===== config.mk =====
export PLATFORM = sky130hd
export DESIGN_NAME = apb_mem_completer_flat
export DESIGN_NICKNAME = d
export VERILOG_FILES = /design/src/rtl/apb_mem_completer_if.sv /design/src/rtl/apb_mem_completer.sv /design/src/flat_wrapper.sv
export SDC_FILE = /design/constraint.sdc
export NUM_CORES = 1
export LEC_CHECK = 0
export CAP_MARGIN = 0
export CORE_MARGIN = 2
export CORE_UTILIZATION = 47
export CTS_BUF_LIST = sky130_fd_sc_hd__clkbuf_8
export DETAILED_ROUTE_END_ITERATION = 16
export GPL_TIMING_DRIVEN = 0
export PLACE_DENSITY = 0.95
export SKIP_CTS_REPAIR_TIMING = 1
export SYNTH_ARGS = -nofsm -noshare
export SYNTH_HDL_FRONTEND = slang
export SYNTH_SLANG_ARGS = --single-unit

===== constraint.sdc =====
create_clock -name clk -period 3.4 [get_ports clk]
set_clock_uncertainty 0.05 [all_clocks]
set_input_delay 0.51 -clock clk [delete_from_list [all_inputs] [get_ports clk]]
set_output_delay 0.51 -clock clk [all_outputs]
set_load 0.005 [all_outputs]

===== src/rtl/apb_mem_completer_if.sv =====
// APB bus bundle between the bridge requester port and the memory completer.
// The master modport is the requester side; the slave modport is the completer side.
interface apb_mem_completer_if #(
  parameter int ADDR_WIDTH = 32,
  parameter int DATA_WIDTH = 32
) ();

  logic                    psel;
  logic                    penable;
  logic                    pwrite;
  logic [ADDR_WIDTH-1:0]   paddr;
  logic [DATA_WIDTH-1:0]   pwdata;
  logic [DATA_WIDTH/8-1:0] pstrb;
  logic [DATA_WIDTH-1:0]   prdata;
  logic                    pready;
  logic                    pslverr;

  modport master (
    output psel, penable, pwrite, paddr, pwdata, pstrb,
    input  prdata, pready, pslverr
  );

  modport slave (
    input  psel, penable, pwrite, paddr, pwdata, pstrb,
    output prdata, pready, pslverr
  );

endinterface


===== src/rtl/apb_mem_completer.sv =====
// APB completer that turns each APB transfer into one strobed memory access.
// Writes complete two cycles after the access phase starts, reads two cycles
// plus the memory read latency, and out-of-range or strobe-less writes complete
// one cycle after the access phase starts with PSLVERR and no memory access.
module apb_mem_completer #(
  parameter int ADDR_WIDTH = 32,
  parameter int DATA_WIDTH = 32,
  parameter int MEM_BYTES  = 256,
  parameter int RD_LATENCY = 1
) (
  input  logic                    clk,
  input  logic                    rst_n,
  apb_mem_completer_if.slave      apb,
  output logic                    mem_wr,
  output logic                    mem_rd,
  output logic [DATA_WIDTH/8-1:0] mem_be,
  output logic [ADDR_WIDTH-1:0]   mem_address,
  output logic [DATA_WIDTH-1:0]   mem_data_in,
  input  logic [DATA_WIDTH-1:0]   mem_data_out
);

  localparam int NB         = DATA_WIDTH / 8;
  localparam int LANE_SHIFT = (NB > 1) ? $clog2(NB) : 0;
  localparam int CNT_W      = 3;

  typedef enum logic [1:0] {
    S_IDLE,
    S_ISSUE,
    S_WAIT,
    S_DONE
  } state_e;

  state_e                state_q;
  logic                  wr_q;
  logic [CNT_W-1:0]      cnt_q;
  logic                  pready_q;
  logic                  pslverr_q;
  logic [DATA_WIDTH-1:0] prdata_q;
  logic                  mem_wr_q;
  logic                  mem_rd_q;
  logic [NB-1:0]         mem_be_q;
  logic [ADDR_WIDTH-1:0] mem_addr_q;
  logic [DATA_WIDTH-1:0] mem_din_q;

  logic                  access_d;
  logic                  bad_d;
  logic [ADDR_WIDTH-1:0] word_addr_d;
  logic                  ack_d;

  // Only the access phase starts a transfer; a setup phase alone is ignored.
  assign access_d    = apb.psel & apb.penable;
  // Range check uses the full byte address; a write with no lanes is refused too.
  assign bad_d       = (apb.paddr >= ADDR_WIDTH'(MEM_BYTES)) ||
                       (apb.pwrite && (apb.pstrb == '0));
  // Sub-word address bits are dropped; lane selection comes from the strobes only.
  assign word_addr_d = apb.paddr >> LANE_SHIFT;

  // Completion is withheld from a requester that has already dropped psel.
  assign ack_d       = pready_q & apb.psel;
  assign apb.pready  = ack_d;
  assign apb.pslverr = ack_d & pslverr_q;
  assign apb.prdata  = ack_d ? prdata_q : '0;

  assign mem_wr      = mem_wr_q;
  assign mem_rd      = mem_rd_q;
  assign mem_be      = mem_be_q;
  assign mem_address = mem_addr_q;
  assign mem_data_in = mem_din_q;

  // Transfer sequencer: accept, issue one memory strobe, wait out read latency, complete.
  always_ff @(posedge clk or negedge rst_n) begin
    if (!rst_n) begin
      state_q    <= S_IDLE;
      wr_q       <= 1'b0;
      cnt_q      <= '0;
      pready_q   <= 1'b0;
      pslverr_q  <= 1'b0;
      prdata_q   <= '0;
      mem_wr_q   <= 1'b0;
      mem_rd_q   <= 1'b0;
      mem_be_q   <= '0;
      mem_addr_q <= '0;
      mem_din_q  <= '0;
    end else begin
      case (state_q)
        S_IDLE: begin
          pready_q  <= 1'b0;
          pslverr_q <= 1'b0;
          prdata_q  <= '0;
          if (access_d) begin
            wr_q       <= apb.pwrite;
            mem_addr_q <= word_addr_d;
            mem_be_q   <= apb.pwrite ? apb.pstrb : '1;
            mem_din_q  <= apb.pwdata;
            if (bad_d) begin
              // Refused transfer: no memory strobe, complete next cycle with error.
              state_q   <= S_DONE;
              pready_q  <= 1'b1;
              pslverr_q <= 1'b1;
            end else begin
              state_q  <= S_ISSUE;
              mem_wr_q <= apb.pwrite;
              mem_rd_q <= ~apb.pwrite;
            end
          end
        end

        S_ISSUE: begin
          mem_wr_q <= 1'b0;
          mem_rd_q <= 1'b0;
          if (wr_q) begin
            state_q  <= S_DONE;
            pready_q <= 1'b1;
          end else if (RD_LATENCY == 0) begin
            // Combinational memory: data is valid alongside the read strobe.
            prdata_q <= mem_data_out;
            state_q  <= S_DONE;
            pready_q <= 1'b1;
          end else begin
            cnt_q   <= CNT_W'(RD_LATENCY);
            state_q <= S_WAIT;
          end
        end

        S_WAIT: begin
          cnt_q <= cnt_q - CNT_W'(1);
          if (cnt_q == CNT_W'(1)) begin
            prdata_q <= mem_data_out;
            state_q  <= S_DONE;
            pready_q <= 1'b1;
          end
        end

        S_DONE: begin
          pready_q  <= 1'b0;
          pslverr_q <= 1'b0;
          prdata_q  <= '0;
          state_q   <= S_IDLE;
        end

        default: begin
          state_q <= S_IDLE;
        end
      endcase
    end
  end

endmodule


===== src/flat_wrapper.sv =====
// flat-port wrapper written by rule: the top's interface ports become plain ports
module apb_mem_completer_flat 
#(
  parameter int ADDR_WIDTH = 32,
  parameter int DATA_WIDTH = 32,
  parameter int MEM_BYTES  = 256,
  parameter int RD_LATENCY = 1
)
  (clk, rst_n, mem_wr, mem_rd, mem_be, mem_address, mem_data_in, mem_data_out, apb_psel, apb_penable, apb_pwrite, apb_paddr, apb_pwdata, apb_pstrb, apb_prdata, apb_pready, apb_pslverr);
  apb_mem_completer_if #(.ADDR_WIDTH(ADDR_WIDTH), .DATA_WIDTH(DATA_WIDTH)) apb_i ();
  input  logic clk;
  input  logic rst_n;
  output logic mem_wr;
  output logic mem_rd;
  output logic [DATA_WIDTH/8-1:0] mem_be;
  output logic [ADDR_WIDTH-1:0] mem_address;
  output logic [DATA_WIDTH-1:0] mem_data_in;
  input  logic [DATA_WIDTH-1:0] mem_data_out;
  input wire logic [$bits(apb_i.psel)-1:0] apb_psel;
  input wire logic [$bits(apb_i.penable)-1:0] apb_penable;
  input wire logic [$bits(apb_i.pwrite)-1:0] apb_pwrite;
  input wire logic [$bits(apb_i.paddr)-1:0] apb_paddr;
  input wire logic [$bits(apb_i.pwdata)-1:0] apb_pwdata;
  input wire logic [$bits(apb_i.pstrb)-1:0] apb_pstrb;
  output wire logic [$bits(apb_i.prdata)-1:0] apb_prdata;
  output wire logic [$bits(apb_i.pready)-1:0] apb_pready;
  output wire logic [$bits(apb_i.pslverr)-1:0] apb_pslverr;
  assign apb_i.psel = apb_psel;
  assign apb_i.penable = apb_penable;
  assign apb_i.pwrite = apb_pwrite;
  assign apb_i.paddr = apb_paddr;
  assign apb_i.pwdata = apb_pwdata;
  assign apb_i.pstrb = apb_pstrb;
  assign apb_prdata = apb_i.prdata;
  assign apb_pready = apb_i.pready;
  assign apb_pslverr = apb_i.pslverr;
  apb_mem_completer #(.ADDR_WIDTH(ADDR_WIDTH), .DATA_WIDTH(DATA_WIDTH), .MEM_BYTES(MEM_BYTES), .RD_LATENCY(RD_LATENCY)) u_core (.clk(clk), .rst_n(rst_n), .apb(apb_i), .mem_wr(mem_wr), .mem_rd(mem_rd), .mem_be(mem_be), .mem_address(mem_address), .mem_data_in(mem_data_in), .mem_data_out(mem_data_out));
endmodule

# ---- Word-level counts from Yosys, hierarchy flattened
# Index checks and enable logic that the tools add are counted.
dict set report op_classes {
  n_addsub 1
  n_mul 0
  div_mod_pow 0
  magnitude_cmp 1
  n_eq_ne 9
  shifts 0
  n_mux 23
  bitwise_logic 4
  reduce_logical 15
}
# op n
set ops {}
lappend ops {{$mux 32} 2}
lappend ops {{$pmux 32 s2} 1}
lappend ops {{$ge 32x9->1 const B} 1}
lappend ops {{$reduce_and 2->1} 5}
lappend ops {{$mux 1} 9}
lappend ops {{$pmux 2 s4} 1}
lappend ops {{$reduce_bool 2->1} 4}
lappend ops {{$mux 2} 3}
lappend ops {{$ne 2x1->1 const B} 3}
lappend ops {{$pmux 1 s2} 3}
lappend ops {{$pmux 3 s2} 1}
lappend ops {{$eq 2x2->1 const B} 2}
lappend ops {{$logic_not 4->1} 1}
lappend ops {{$mux 4} 1}
lappend ops {{$ne 2x2->1 const B} 2}
lappend ops {{$pmux 1 s4} 1}
lappend ops {{$and 1x1->1} 3}
lappend ops {{$eq 3x1->1 const B} 1}
lappend ops {{$mux 3} 1}
lappend ops {{$reduce_and 3->1} 1}
lappend ops {{$sub 3x1->3 const B} 1}
lappend ops {{$eq 2x1->1 const B} 1}
lappend ops {{$logic_not 2->1} 1}
lappend ops {{$reduce_or 2->1} 1}
lappend ops {{other kinds (3)} 3}
dict set report totals {
  ff_bits 108
  latch_bits 0
  ram_bits 0
  romBits 0
  input_bits 105
  out_inout_bits 104
  word_cells 64
  memories 0
}

# ---- Longest topological paths before layout
# Gate-level depths: netlist of the first run.
dict set report logic_depth {
  word_depth 6
  depth_mapped 7
  ltp_nobuf 6
}

# ---- Worst setup path after synthesis of the first run
# No wires, ideal clock.
dict set report synth_path {
  path_kind {reg2reg}
  from {register u_core.state_q[0]}
  to {register u_core.prdata_q[2]}
  setup_ns 0.066
  arrival_ns 1.633
  required_time_ns 3.284
  path_slack_ns 1.650
  stages_incl_launch_ff 8
  path_buffers 2
  synth_period_minus_slack_ns 1.750
  cell_sequence {dfrtp_1 inv_1 ha_1 buf_2 mux2i_1 clkbuf_1 nand3_1 nand2_1}
}
dict set report synth_via {
  elab_chain_len 4
  elab_cells_between_ends 8
  cone_classes {eq/ne (3); mux (1); reduce/logical (4)}
}
# item line_no
set synth_lines {}
lappend synth_lines {{from (decl)} apb_mem_completer.sv:33} ;# state_e state_q;
lappend synth_lines {{from (signal assigned)} apb_mem_completer.sv:73} ;# state_q <= S_IDLE;
lappend synth_lines {{from (signal assigned)} apb_mem_completer.sv:97} ;# state_q <= S_DONE;
lappend synth_lines {{from (signal assigned)} apb_mem_completer.sv:101} ;# state_q <= S_ISSUE;
lappend synth_lines {{$eq 2x2->1 / $logic_not 2->1 (equally long branches)} apb_mem_completer.sv:85} ;# case (state_q)
lappend synth_lines {{$reduce_or 2->1 (no line)} --}
lappend synth_lines {{$reduce_bool 2->1 (no line)} --}
lappend synth_lines {{$reduce_and 2->1 (no line)} --}
lappend synth_lines {{to (signal assigned)} apb_mem_completer.sv:116} ;# prdata_q <= mem_data_out;
lappend synth_lines {{to (signal assigned)} apb_mem_completer.sv:128} ;# prdata_q <= mem_data_out;
lappend synth_lines {{to (decl)} apb_mem_completer.sv:38} ;# logic [DATA_WIDTH-1:0] prdata_q;
# Several ways; a longest one is shown, not always the timed one.
# A chain may end at the register's enable or synchronous reset.

# ---- Worst setup path in the final report of the first run
dict set report layout_path {
  from {register u_core.pready_q}
  to {output apb_prdata[27]}
}
dict set report layout_via {
  elab_chain_len 2
}
# item line_no
set layout_lines {}
lappend layout_lines {{from (decl)} apb_mem_completer.sv:36} ;# logic pready_q;
lappend layout_lines {{from (signal assigned)} apb_mem_completer.sv:76} ;# pready_q <= 1'b0;
lappend layout_lines {{from (signal assigned)} apb_mem_completer.sv:87} ;# pready_q <= 1'b0;
lappend layout_lines {{from (signal assigned)} apb_mem_completer.sv:98} ;# pready_q <= 1'b1;
lappend layout_lines {{$and 1x1->1} apb_mem_completer.sv:59} ;# assign ack_d = pready_q & apb.psel;
lappend layout_lines {{$mux 32} apb_mem_completer.sv:62} ;# assign apb.prdata = ack_d ? prdata_q : '0;
lappend layout_lines {{to (decl)} flat_wrapper.sv:25} ;# output wire logic [$bits(apb_i.prdata)-1:0] apb_prdata;
# Every way passes these cells.

==> flow_metrics.tcl, run 1 <==
set metrics [dict create \
    synth.top_cell.area_share_pct 57.7 \
    drtIter0Drc 143 \
    cp.depth 3 \
    first_global_vias 4249 \
    ant_nets 0 \
    numCtsBuffers 9 \
    antenna_found_initial 0 \
    syn_area_per_cell_um2 11.5 \
    cts_tree "yes" \
    p_leak_nw 3.25 \
    startpoint_type "flop" \
    startpoint "u_core.pready_q$_DFFE_PN0P_" \
    start_util_pct 48.1 \
    tightest_slew_ps 686 \
    synth_edf_count 0 \
    diodes 0 \
    yosysUniqueCellTypes 35 \
    netlist_instances 408 \
    async_flop_share_pct 100 \
    reg2reg_from "u_core.state_q[0]$_DFFE_PN0P_" \
    gp_congestion 0.858 \
    p_seq_share_pct 37.5 \
    cp_data_arrival_time_ps 1940 \
    critPathRequiredTime_ps 2840 \
    synth.largest_area_cell "dfrtp_1" \
    die_h_um 104 \
    die_w_um 104 \
    syn_to_final_growth_pct 51.9 \
    path_clk_slew_ps 100 \
    grt-ovfl-total 0 \
    routed_wl_um 12900 \
    cp.buffers_inverters 2 \
    rsz0062_at_grt "no" \
    htreeDepth 3 \
    port_buffers 203 \
    synth_warnings 0 \
    status "complete, no violations" \
    fill_cells 675 \
    synth_common_cells "dfrtp_1 (108), nand2_1 (73), mux2_2 (64), and3_1 (34), nand3_1 (34)" \
    hold_path_class "primary input to async pin" \
    r2r-end "u_core.prdata_q[18]$_DFFE_PN0P_" \
    grt_usage_pct 24.9 \
    power_frac_comb_pct 49.0 \
    pwr-share-clk_pct 13.4 \
    slew_headroom_pct 54.2 \
    setup_viol 0 \
    std_cell_rows 36 \
    wire_per_inst_um 16.9 \
    crit_path_cell_trace "clkbuf_1 -> and3_1 -> clkdlybuf4s50_1" \
    clk_path_buf_depth 2 \
    synth_area_um2 4680 \
    firstDrtPassIters 4 \
    critPathKind "flop to output port" \
    num_io_pins 209 \
    worst-r2r-setup-slack_ps 1190 \
    critical_path.slowest_cell "clkdlybuf4s50_1" \
    drive_gt1_share_pct 15.1 \
    end_kind "output port" \
    nNetsFinal 736 \
    crit_family "buffers and inverters" \
    min_period_ps 2500 \
    fmax_mhz 401 \
    finalHoldViolations 0 \
    path_max_fanout 10 \
    dp_hpwl_um 10100 \
    vias 3963 \
    synth_flop_cell "dfrtp_1" \
    drv_cap 0 \
    p_switching_mw 2.06 \
    dieArea_um2 10800 \
    cts.sinks 108 \
    switching_share_pct 35.0 \
    yosys-top-cells-area "dfrtp_1 (58%), mux2_2 (15%), nand2_1 (5.9%)" \
    ys_seq_elements 108 \
    ys_seq_area_share_pct 57.7 \
    power.internal_mw 3.82 \
    timing.final.crit_share_pct 73.4 \
    grt_pass1_wl_um 21300 \
    p_per_area_nw_per_um2 826 \
    critPathCapture "apb_prdata[27]" \
    drcViolationCount 0 \
    clk-insertion-delay-late_ps 360 \
    power_mw 5.88 \
    yosysMostFrequentCell "dfrtp_1" \
    vdd_drop_max_v 0.000433 \
    cts_root_buf "clkbuf_8" \
    via_per_inst 5.20 \
    hold-worst-slack_ps 134 \
    drv_slew 0 \
    crit_path_max_incr_delay_ps 500 \
    coreArea_um2 9730 \
    rr_worst_depth 7 \
    grt_max_degree 57 \
]
worst min-delay path by stage:
stage                                          startpoint                              end  slack (ps)  cells after the start
after global routing                                rst_n   u_core.prdata_q[7]$_DFFE_PN0P_         180                      1
after floorplan                                     rst_n      u_core.cnt_q[0]$_DFFE_PN0P_         160                      0
final                                               rst_n   u_core.prdata_q[7]$_DFFE_PN0P_         130                      1
after CTS                                           rst_n   u_core.prdata_q[7]$_DFFE_PN0P_         140                      1
after detailed placement   u_core.prdata_q[5]$_DFFE_PN0P_   u_core.prdata_q[5]$_DFFE_PN0P_         400                      2
after global placement    u_core.prdata_q[16]$_DFFE_PN0P_  u_core.prdata_q[16]$_DFFE_PN0P_         390                      2
power by group through the flow:
stage | combinational [mW] | sequential (mW) | clock (mW)
2_1_floorplan | 1.40 | 2.20 | 0
3_3_place_gp | 2.75 | 2.18 | 0
3_5_place_dp | 2.88 | 2.23 | 0
4_1_cts | 2.90 | 2.21 | 0.809
5_1_grt | 3.18 | 2.27 | 0.859
6_report | 2.88 | 2.21 | 0.790
cell usage in the layout, fill, tap and decap left out, drive strengths merged:
cell and instances:
nor4 6, and3 34, ha 7, nor2 3, nor3 2, and2 2
o21ai 9, o31ai 1, or2 1, o41ai 1, bufinv 1, mux2 64
dfrtp 108, a211oi 1, nand4 1, or2b 1, nand3 34, a22oi 3
or4b 1, nand2 73, a22o 1, nand2b 2, clkinvlp 1, a21oi 1
a31oi 1, conb 2, clkinv 2, inv 8, nor2b 6, clkbuf 29
o22ai 1, xnor2 1, o211ai 2, clkdlybuf4s50 202, mux2i 5, buf 12
routing by layer:
layer  global-route usage, %  wire, um
met5                       0         0
met2                    44.7      6650
met4                    9.85       320
met3                    7.80      1020
met1                    27.4      4910
worst reg2reg max path: stages, from the launching register on:
cell and delay [ps]:
dfrtp_1 420, inv_1 150, ha_1 170, buf_2 230, mux2i_1 440, clkbuf_1 410
nand3_1 160, nand2_1 110
kinds of logic (layout without fill, tap and decap cells):
logic type | after synthesis | count (layout) | share of synthesized area, %
adders and majority gates | 7 | 7 | 1.87
DFF | 108 | 108 | 57.7
xor gates and xnor gates | 1 | 1 | 0.187
other | 1 | 2 | 0.0801
and+or+nand+nor | 166 | 166 | 17.4
muxes | 69 | 69 | 16.5
AOI/OAI and AO/OA | 21 | 21 | 3.10
buffers and inverters | 35 | 255 | 3.18
cell type report:
type / instances / area, um^2 / share of cell area (%)
plain buffers: 28 / 123 / 1.72
clock buffers: 11 / 151 / 2.13
flip-flops and latches: 108 / 2700 / 38.0
inverters: 7 / 26.3 / 0.370
well taps: 133 / 166 / 2.34
multi-input cells: 266 / 1830 / 25.8
clock inverters: 5 / 51.3 / 0.721
repair buffers: 204 / 2060 / 28.9
registers in the layout, indices dropped and copies added (netlist names):
name and count:
u_core.mem_data_in 32, u_core.prdata_q 32, u_core.mem_address 30, u_core.mem_be 4, u_core.cnt_q 3, u_core.state_q 2
u_core.mem_rd 1, u_core.mem_wr 1, u_core.pready_q 1, u_core.pslverr_q 1, u_core.wr_q 1
through the flow:
stage          area, um^2  cells  utilization, %  setup WS [ps]  setup TNS [ps]
6_report             7110    762            73.1            905               0
5_1_grt              7110    762            73.1            796               0
4_1_cts              7110    762            73.1            909               0
3_5_place_dp         6910    746            71.0            998               0
3_3_place_gp         6880    745            70.7          -2140         -230020
2_1_floorplan        4680    409               -           1650               0
Power figures use the tool's default switching activity.
==> run 2, diff against run 1 <==
--- a/config.mk
+++ b/config.mk
@@ -7,11 +7,11 @@
 export LEC_CHECK = 0
 export CAP_MARGIN = 0
 export CORE_MARGIN = 2
-export CORE_UTILIZATION = 47
+export CORE_UTILIZATION = 39
 export CTS_BUF_LIST = sky130_fd_sc_hd__clkbuf_8
 export DETAILED_ROUTE_END_ITERATION = 16
 export GPL_TIMING_DRIVEN = 0
-export PLACE_DENSITY = 0.95
+export PLACE_DENSITY = 0.91
 export SKIP_CTS_REPAIR_TIMING = 1
 export SYNTH_ARGS = -nofsm -noshare
 export SYNTH_HDL_FRONTEND = slang
==> constraint.sdc (replaced) <==
create_clock -name clk -period 2.2 [get_ports clk]
set_clock_uncertainty 0.05 [all_clocks]
set_input_delay 0.33 -clock clk [delete_from_list [all_inputs] [get_ports clk]]
set_output_delay 0.33 -clock clk [all_outputs]
set_load 0.005 [all_outputs]
==> run 2 against run 1 <==
  * Via count shrank 1.7%
  * Register-to-register slack got worse by 990 ps
  * Global-route usage down 5.1 points
  * Worst hold slack better by 200 ps
  * Critical path type unchanged
==> flow_metrics.tcl, run 2 (synthesis results as in run 1) <==
set metrics [dict create \
    fill_cells 970 \
    tightest_slew_ps 625 \
    dp.cells 760 \
    dieArea_um2 12900 \
    postPlaceCellArea_um2 6930 \
    dp_hpwl_um 9890 \
    antenna_found_initial 0 \
    grt_usage_pct 19.8 \
    grt_use_met2_pct 35.5 \
    numCtsBuffers 9 \
    gp_congestion 0.846 \
    end_kind "output port" \
    min_period_ps 2110 \
    grt_util_met3_pct 6.70 \
    final_cells 777 \
    critPathRequiredTime_ps 1820 \
    timing.final.crit_share_pct 95.9 \
    cp_data_arrival_time_ps 1730 \
    vias 3896 \
    routed_wl_um 12800 \
    htreeDepth 3 \
    clk-insertion-delay-late_ps 350 \
    grt_pass1_wl_um 20300 \
    syn_to_final_growth_pct 52.3 \
    cts_tree "yes" \
    drcViolationCount 0 \
    ant_nets 0 \
    clk_path_buf_depth 2 \
    diodes 0 \
    drtIter0Drc 247 \
    final_cell_mix "clkdlybuf4s50_1 (202), dfrtp_1 (107), nand2_1 (73)" \
    num_io_pins 209 \
    critPathKind "flop to output port" \
    path_clk_slew_ps 100 \
    via_per_inst 5.01 \
    drv_slew 0 \
    path_max_fanout 10 \
    slew_headroom_pct 58.3 \
    startpoint_type "flop" \
    setup_viol 0 \
    hold_path_class "primary input to flop" \
    vdd_drop_max_v 0.000683 \
    postLayoutCellArea_um2 7130 \
    regArea_um2 2700 \
    cts_root_buf "clkbuf_8" \
    finalHoldViolations 0 \
    p_per_area_nw_per_um2 1260 \
    nNetsFinal 737 \
    status "complete, no violations" \
    coreArea_um2 11900 \
    die_h_um 114 \
    multi_input_area_um2 1840 \
    cts.sinks 108 \
    grt-ovfl-total 0 \
    fmax_mhz 474 \
    start_util_pct 39.5 \
    grt_use_met1_pct 22.4 \
    drive_gt1_share_pct 16.8 \
    port_buffers 203 \
    firstDrtPassIters 4 \
    p_leak_nw 3.26 \
    first_global_vias 4141 \
    grt_max_degree 63 \
    final_common_cell "clkdlybuf4s50_1" \
    drv_cap 0 \
    grt.busiest_layer "met2" \
    std_cell_rows 40 \
    die_w_um 114 \
    wire_per_inst_um 16.4 \
]
## run 2: layout make-up
| type | instances | share of cell area (%) |
|---|---|---|
| Clock buffer | 10 | 1.93 |
| Inverter | 7 | 0.368 |
| Buffer | 28 | 1.84 |
| Multi-Input combinational cell | 266 | 25.8 |
| Clock inverter | 6 | 0.544 |
| Timing Repair Buffer | 205 | 29.0 |
| Tap cell | 147 | 2.58 |
| Sequential cell | 108 | 37.9 |
## run 2: final timing paths
path,to,depth (start not counted),startpoint,slack (ps)
setup / recovery,apb_prdata[30],3,u_core.pready_q$_DFFE_PN0P_,90
hold / removal,u_core.pslverr_q$_DFFE_PN0P_,3,apb_psel,340
setup reg to reg,u_core.prdata_q[7]$_DFFE_PN0P_,7,u_core.state_q[1]$_DFFE_PN0P_,200
hold reg to reg,u_core.prdata_q[1]$_DFFE_PN0P_,2,u_core.prdata_q[1]$_DFFE_PN0P_,420
max in group asynchronous,u_core.mem_data_in[14]$_DFFE_PN0P_,3,rst_n,900
min in group asynchronous,u_core.state_q[1]$_DFFE_PN0P_,2,rst_n,480
## run 2: metrics by stage
stage	power, mW	setup TNS (ps)	hold slack, ps	setup WS [ps]	util [%]
CTS	9.03	-2180	-74.5	-151	59.9
detailed placement	7.89	-152	337	-74.9	58.4
global route	9.65	-9.77	318	-5.30	60.1
floorplan	5.55	0	-15.6	450	-
global placement	7.60	-336270	391	-3120	58.2
finish	8.99	0	337	89.4	60.1
## run 2: critical path: stages, from the launching register on
cell             delay [ps]
dfrtp_2                 450
buf_2                   210
and3_1                  190
clkdlybuf4s50_1         520
## run 2: metal layers
metal	vias up	part of all wire, %
met5	-	0
met4	0	1.1
met3	11	9.3
met2	187	52
met1	1869	38
li1	1829	-
## run 2: power breakdown
part	internal, mW	leakage [nW]	switching [mW]	total (mW)
sequential	2.91	1.34	0.518	3.42
combinational	2.45	1.83	2.02	4.48
clock	0.441	0.0885	0.647	1.09
==> RTL change 1 (settings of run 2) <==
`ADDR_WIDTH` is set to 32 in 3 places; all go to 48.
--- a/src/rtl/apb_mem_completer_if.sv
+++ b/src/rtl/apb_mem_completer_if.sv
@@ -2,5 +2,5 @@
 // The master modport is the requester side; the slave modport is the completer side.
 interface apb_mem_completer_if #(
-  parameter int ADDR_WIDTH = 32,
+  parameter int ADDR_WIDTH = 48,
   parameter int DATA_WIDTH = 32
 ) ();
--- a/src/rtl/apb_mem_completer.sv
+++ b/src/rtl/apb_mem_completer.sv
@@ -4,5 +4,5 @@
 // one cycle after the access phase starts with PSLVERR and no memory access.
 module apb_mem_completer #(
-  parameter int ADDR_WIDTH = 32,
+  parameter int ADDR_WIDTH = 48,
   parameter int DATA_WIDTH = 32,
   parameter int MEM_BYTES  = 256,
--- a/src/flat_wrapper.sv
+++ b/src/flat_wrapper.sv
@@ -2,5 +2,5 @@
 module apb_mem_completer_flat 
 #(
-  parameter int ADDR_WIDTH = 32,
+  parameter int ADDR_WIDTH = 48,
   parameter int DATA_WIDTH = 32,
   parameter int MEM_BYTES  = 256,
Ports: changed (resized apb_paddr and mem_address); port bits go from 209 to 241. No check against the original RTL was run, so the function may have changed too.
==> RTL change 1 against run 2 <==
Final cell count rose by 16%. Combinational power rose by 14%. Synthesized area rose by 15%. Clock power rose by 76%. Worst setup slack got worse by 0.0066 ns. Design area rose by 18%. Wire length rose by 15%. Count of clock-buffer cells in the layout rose by 13. Sequential cell count rose by 16. Power rose by 21%. Critical path depth did not move.
==> RTL change 1: results (changes against run 2) <==
- Register area share after synthesis: 0.578 (about the same)
- Repair and plain buffers: 269 (+15%)
- Clk slew on worst S/H paths: 0.07 ns (-0.03 ns)
- Largest net degree at the start of global routing: 85 (+35%)
- Number of non-clock inverters: 5 (-2)
- Via count: 4475 (+15%)
- Flop pwr share: 0.357 (-0.024)
- Worst IR drop on VDD: 0.633 mV (-7.3%)
- CTS H-tree lvls: 4 (+1)
- NumNets Final: 837 (+14%)
- Worst rel slew slack: 0.570 (-0.0134)
- Status: finished clean
- Hold_ws: 0.333 ns (-0.00413 ns)
- Initial DRC count: 241 (-2.4%)
- Fin worst setup slack: 0.0828 ns (-0.00659 ns)
- Comb pwr: 0.00509 W (+14%)
- Area after DPL: 0.00798 mm² (+15%)
- Flop-to-flop setup slack: 0.15 ns (-0.05 ns)
- Detailed Route WL: 14700 µm (+15%)
- Non-clk buf share: 0.303 (-0.00522)
- Die area: 0.0147 mm² (+14%)
- Port buffer count: 235 (+16%)
- Fraction of area in multi-input gates: 0.253 (-0.00491)
- Register Area: 0.00310 mm² (+15%)
- Synth cell count leaders: 124 x dfrtp_1, 81 x mux2_2, 73 x nand2_1
- Grt met3 use: 0.0634 (-0.00351)
- Clock buffers: 23 (+13)
- Leakage Power: 3.79 nW (+16%)
- Placed cells: 864 (+14%)
- Share of layout cells above drive strength 1: 0.194 (+0.0257)
- Final clock-cell share: 0.0460 (+0.0212)
- Area of the multi-input gates: 0.00213 mm² (+16%)
- CP endpoint: apb_prdata[7]
- Vias in the first global route: 4673 (+13%)
- RR Startpoint: u_core.state_q[0]
- Met1 Track Usage GR: 0.226 (+0.00190)
- Filler Cells Inserted: 1040 (+7.2%)
- Power Internal: 0.00731 W (+26%)
- Pwr Total: 0.0109 W (+21%)
RTL change 1: cell count changes in the layout (fill, tap and decap cells not counted), moves of 3 or more:
cell,change
dfrtp_1,+16
buf_1,+3
clkdlybuf4s50_1,+32
buf_2,-3
nor4_2,+3
clkbuf_8,+13
mux2_2,+17
nor2b_1,+3
clkbuf_4,+3
RTL change 1: kinds of logic after synthesis:
| family | count (synthesis) | synth area share |
|---|---|---|
| muxes | 84 | 0.175 |
| DFF | 124 | 0.578 |
| other | 1 | 0.000698 |
| buffers and inverters | 36 | 0.0282 |
| and+or+nand+nor | 174 | 0.169 |
| adders and majority gates | 7 | 0.0163 |
| xor gates and xnor gates | 1 | 0.00163 |
| AOI/OAI and AO/OA | 24 | 0.0314 |
RTL change 1: routing by layer:
layer	wire length, µm	up-vias
met5	0	-
met4	325	0
met3	1170	27
met2	7460	176
met1	5730	2181
li1	-	2091
==> RTL change 2 (settings of run 2) <==
Without the edit above. Encoding of `state_e`: now one-hot (4 bits for 4 states).
--- a/src/rtl/apb_mem_completer.sv
+++ b/src/rtl/apb_mem_completer.sv
@@ -24,9 +24,9 @@
   localparam int CNT_W      = 3;
 
-  typedef enum logic [1:0] {
-    S_IDLE,
-    S_ISSUE,
-    S_WAIT,
-    S_DONE
+  typedef enum logic [3:0] {
+    S_IDLE  = 4'b0001,
+    S_ISSUE = 4'b0010,
+    S_WAIT  = 4'b0100,
+    S_DONE  = 4'b1000
   } state_e;
 
Function: no difference found for any inputs over 10 cycles, from zero or initial values and one cycle with rst_n low; not proved beyond that.
==> RTL change 2 against run 2 <==
First-iteration DRC count is 13% lower. Wire length is 7.6% lower. Highest routed layer unchanged. Worst setup slack hardly changed. Synthesized area is 4.5% lower. Sequential cell count is 2 higher. Design area is 2.5% lower.
Power is not compared: it rests on default switching activity, and its combinational part moved more than twofold at a synthesized area within 25%.
==> RTL change 2: results (changes against run 2) <==
- RR Startpoint: u_core.state_q[0]
- Vias in the first global route: 3893 (-6.0%)
- RD Place Congestion: 0.832 (-1.6%)
- Largest net degree at the start of global routing: 64 (+1.6%)
- Post-DP HPWL: 9010 µm (-8.9%)
- Register area share after synthesis: 0.616 (+0.0385)
- NumNets Final: 653 (-11%)
- Filler Cells Inserted: 866 (-11%)
- Vias per cell: 5.07 (+1.1%)
- Share of layout cells above drive strength 1: 0.189 (+0.0208)
- First-pass GRT wire length: 19100 µm (-6.3%)
- Worst Hold Path EP: u_core.mem_be[1]
- Highest Signal Layer: met4
- Synth top area cells: dfrtp_1 61%, mux2_2 16%, a22o_1 6.3%
- FMAX: 474 MHz (about the same)
- Count of unique library cells instantiated by Yosys: 35 (unchanged)
- Synth cell count leaders: 109 x dfrtp_1, 64 x mux2_2, 33 x and3_1
- Area after DPL: 0.00671 mm² (-3.1%)
- Met2 routed WL: 6070 µm (-8.0%)
- Status: finished clean
- WL met1: 4630 µm (-4.4%)
- Finished Core Util: 0.614 (+0.0131)
- Initial DRC count: 214 (-13%)
- WL met3: 841 µm (-29%)
- Post-Synth Adder-Cell Area: 0.00560 (-0.0131)
- Worst Path Max Fanout: 10 (unchanged)
- Hold path startpoint: apb_pwrite
- Mux cell area share after synthesis: 0.166 (+0.000979)
- Synth Area in XOR/XNOR: 0 (-0.00187)
- Worst-skew pair later-pin latency: 0.37 ns (+0.02 ns)
- Met1 Track Usage GR: 0.223 (-0.000462)
- Worst rel slew slack: 0.591 (+0.00806)
- Flop-to-flop setup slack: 0.14 ns (-0.06 ns)
- Placed cells: 675 (-11%)
- GRT Overall Usage: 0.194 (-0.00428)
- Reg2Reg Capture Point: u_core.mem_address[23]
- Grt met3 use: 0.0525 (-0.0145)
- CP peak stage delay: 0.50 ns (-0.02 ns)
- Post-detailed-route wirelength per cell: 17.0 µm (+3.6%)
- Via count: 3514 (-9.8%)
- Cell count after synthesis: 327 (-20%)
[RTL change 2: cell count changes after synthesis, sizes merged, moves of 2 or more]
cell	run 2	this run
mux2i	5	2
nand2	73	6
nor2b	6	3
ha	7	2
a31oi	1	4
a22o	1	32
or4b	1	3
a22oi	3	0
nand3	34	0
nor3b	0	2
o21ai	9	5
clkbuf	18	13
nor2	3	6
buf	10	12
[RTL change 2: area by class of cell]
type,instances,share of cell area
plain buffers,25,0.0173
clock buffers,9,0.0178
clock inverters,6,0.0113
inverters,6,0.00324
multi-input cells,187,0.229
flip-flops and latches,110,0.396
well taps,143,0.0257
repair buffers,207,0.300
[RTL change 2: worst max path at each step]
stage / to / start / cells past startpoint
after floorplan: u_core.prdata_q[10] / u_core.state_q[1] / 6
after detailed placement: u_core.pready_q / apb_pwrite / 5
after global placement: u_core.mem_address[2] / rst_n / 1
after global routing: u_core.mem_data_in[30] / u_core.state_q[0] / 5
after CTS: apb_prdata[25] / u_core.pready_q / 3
final: apb_prdata[23] / u_core.pready_q / 3
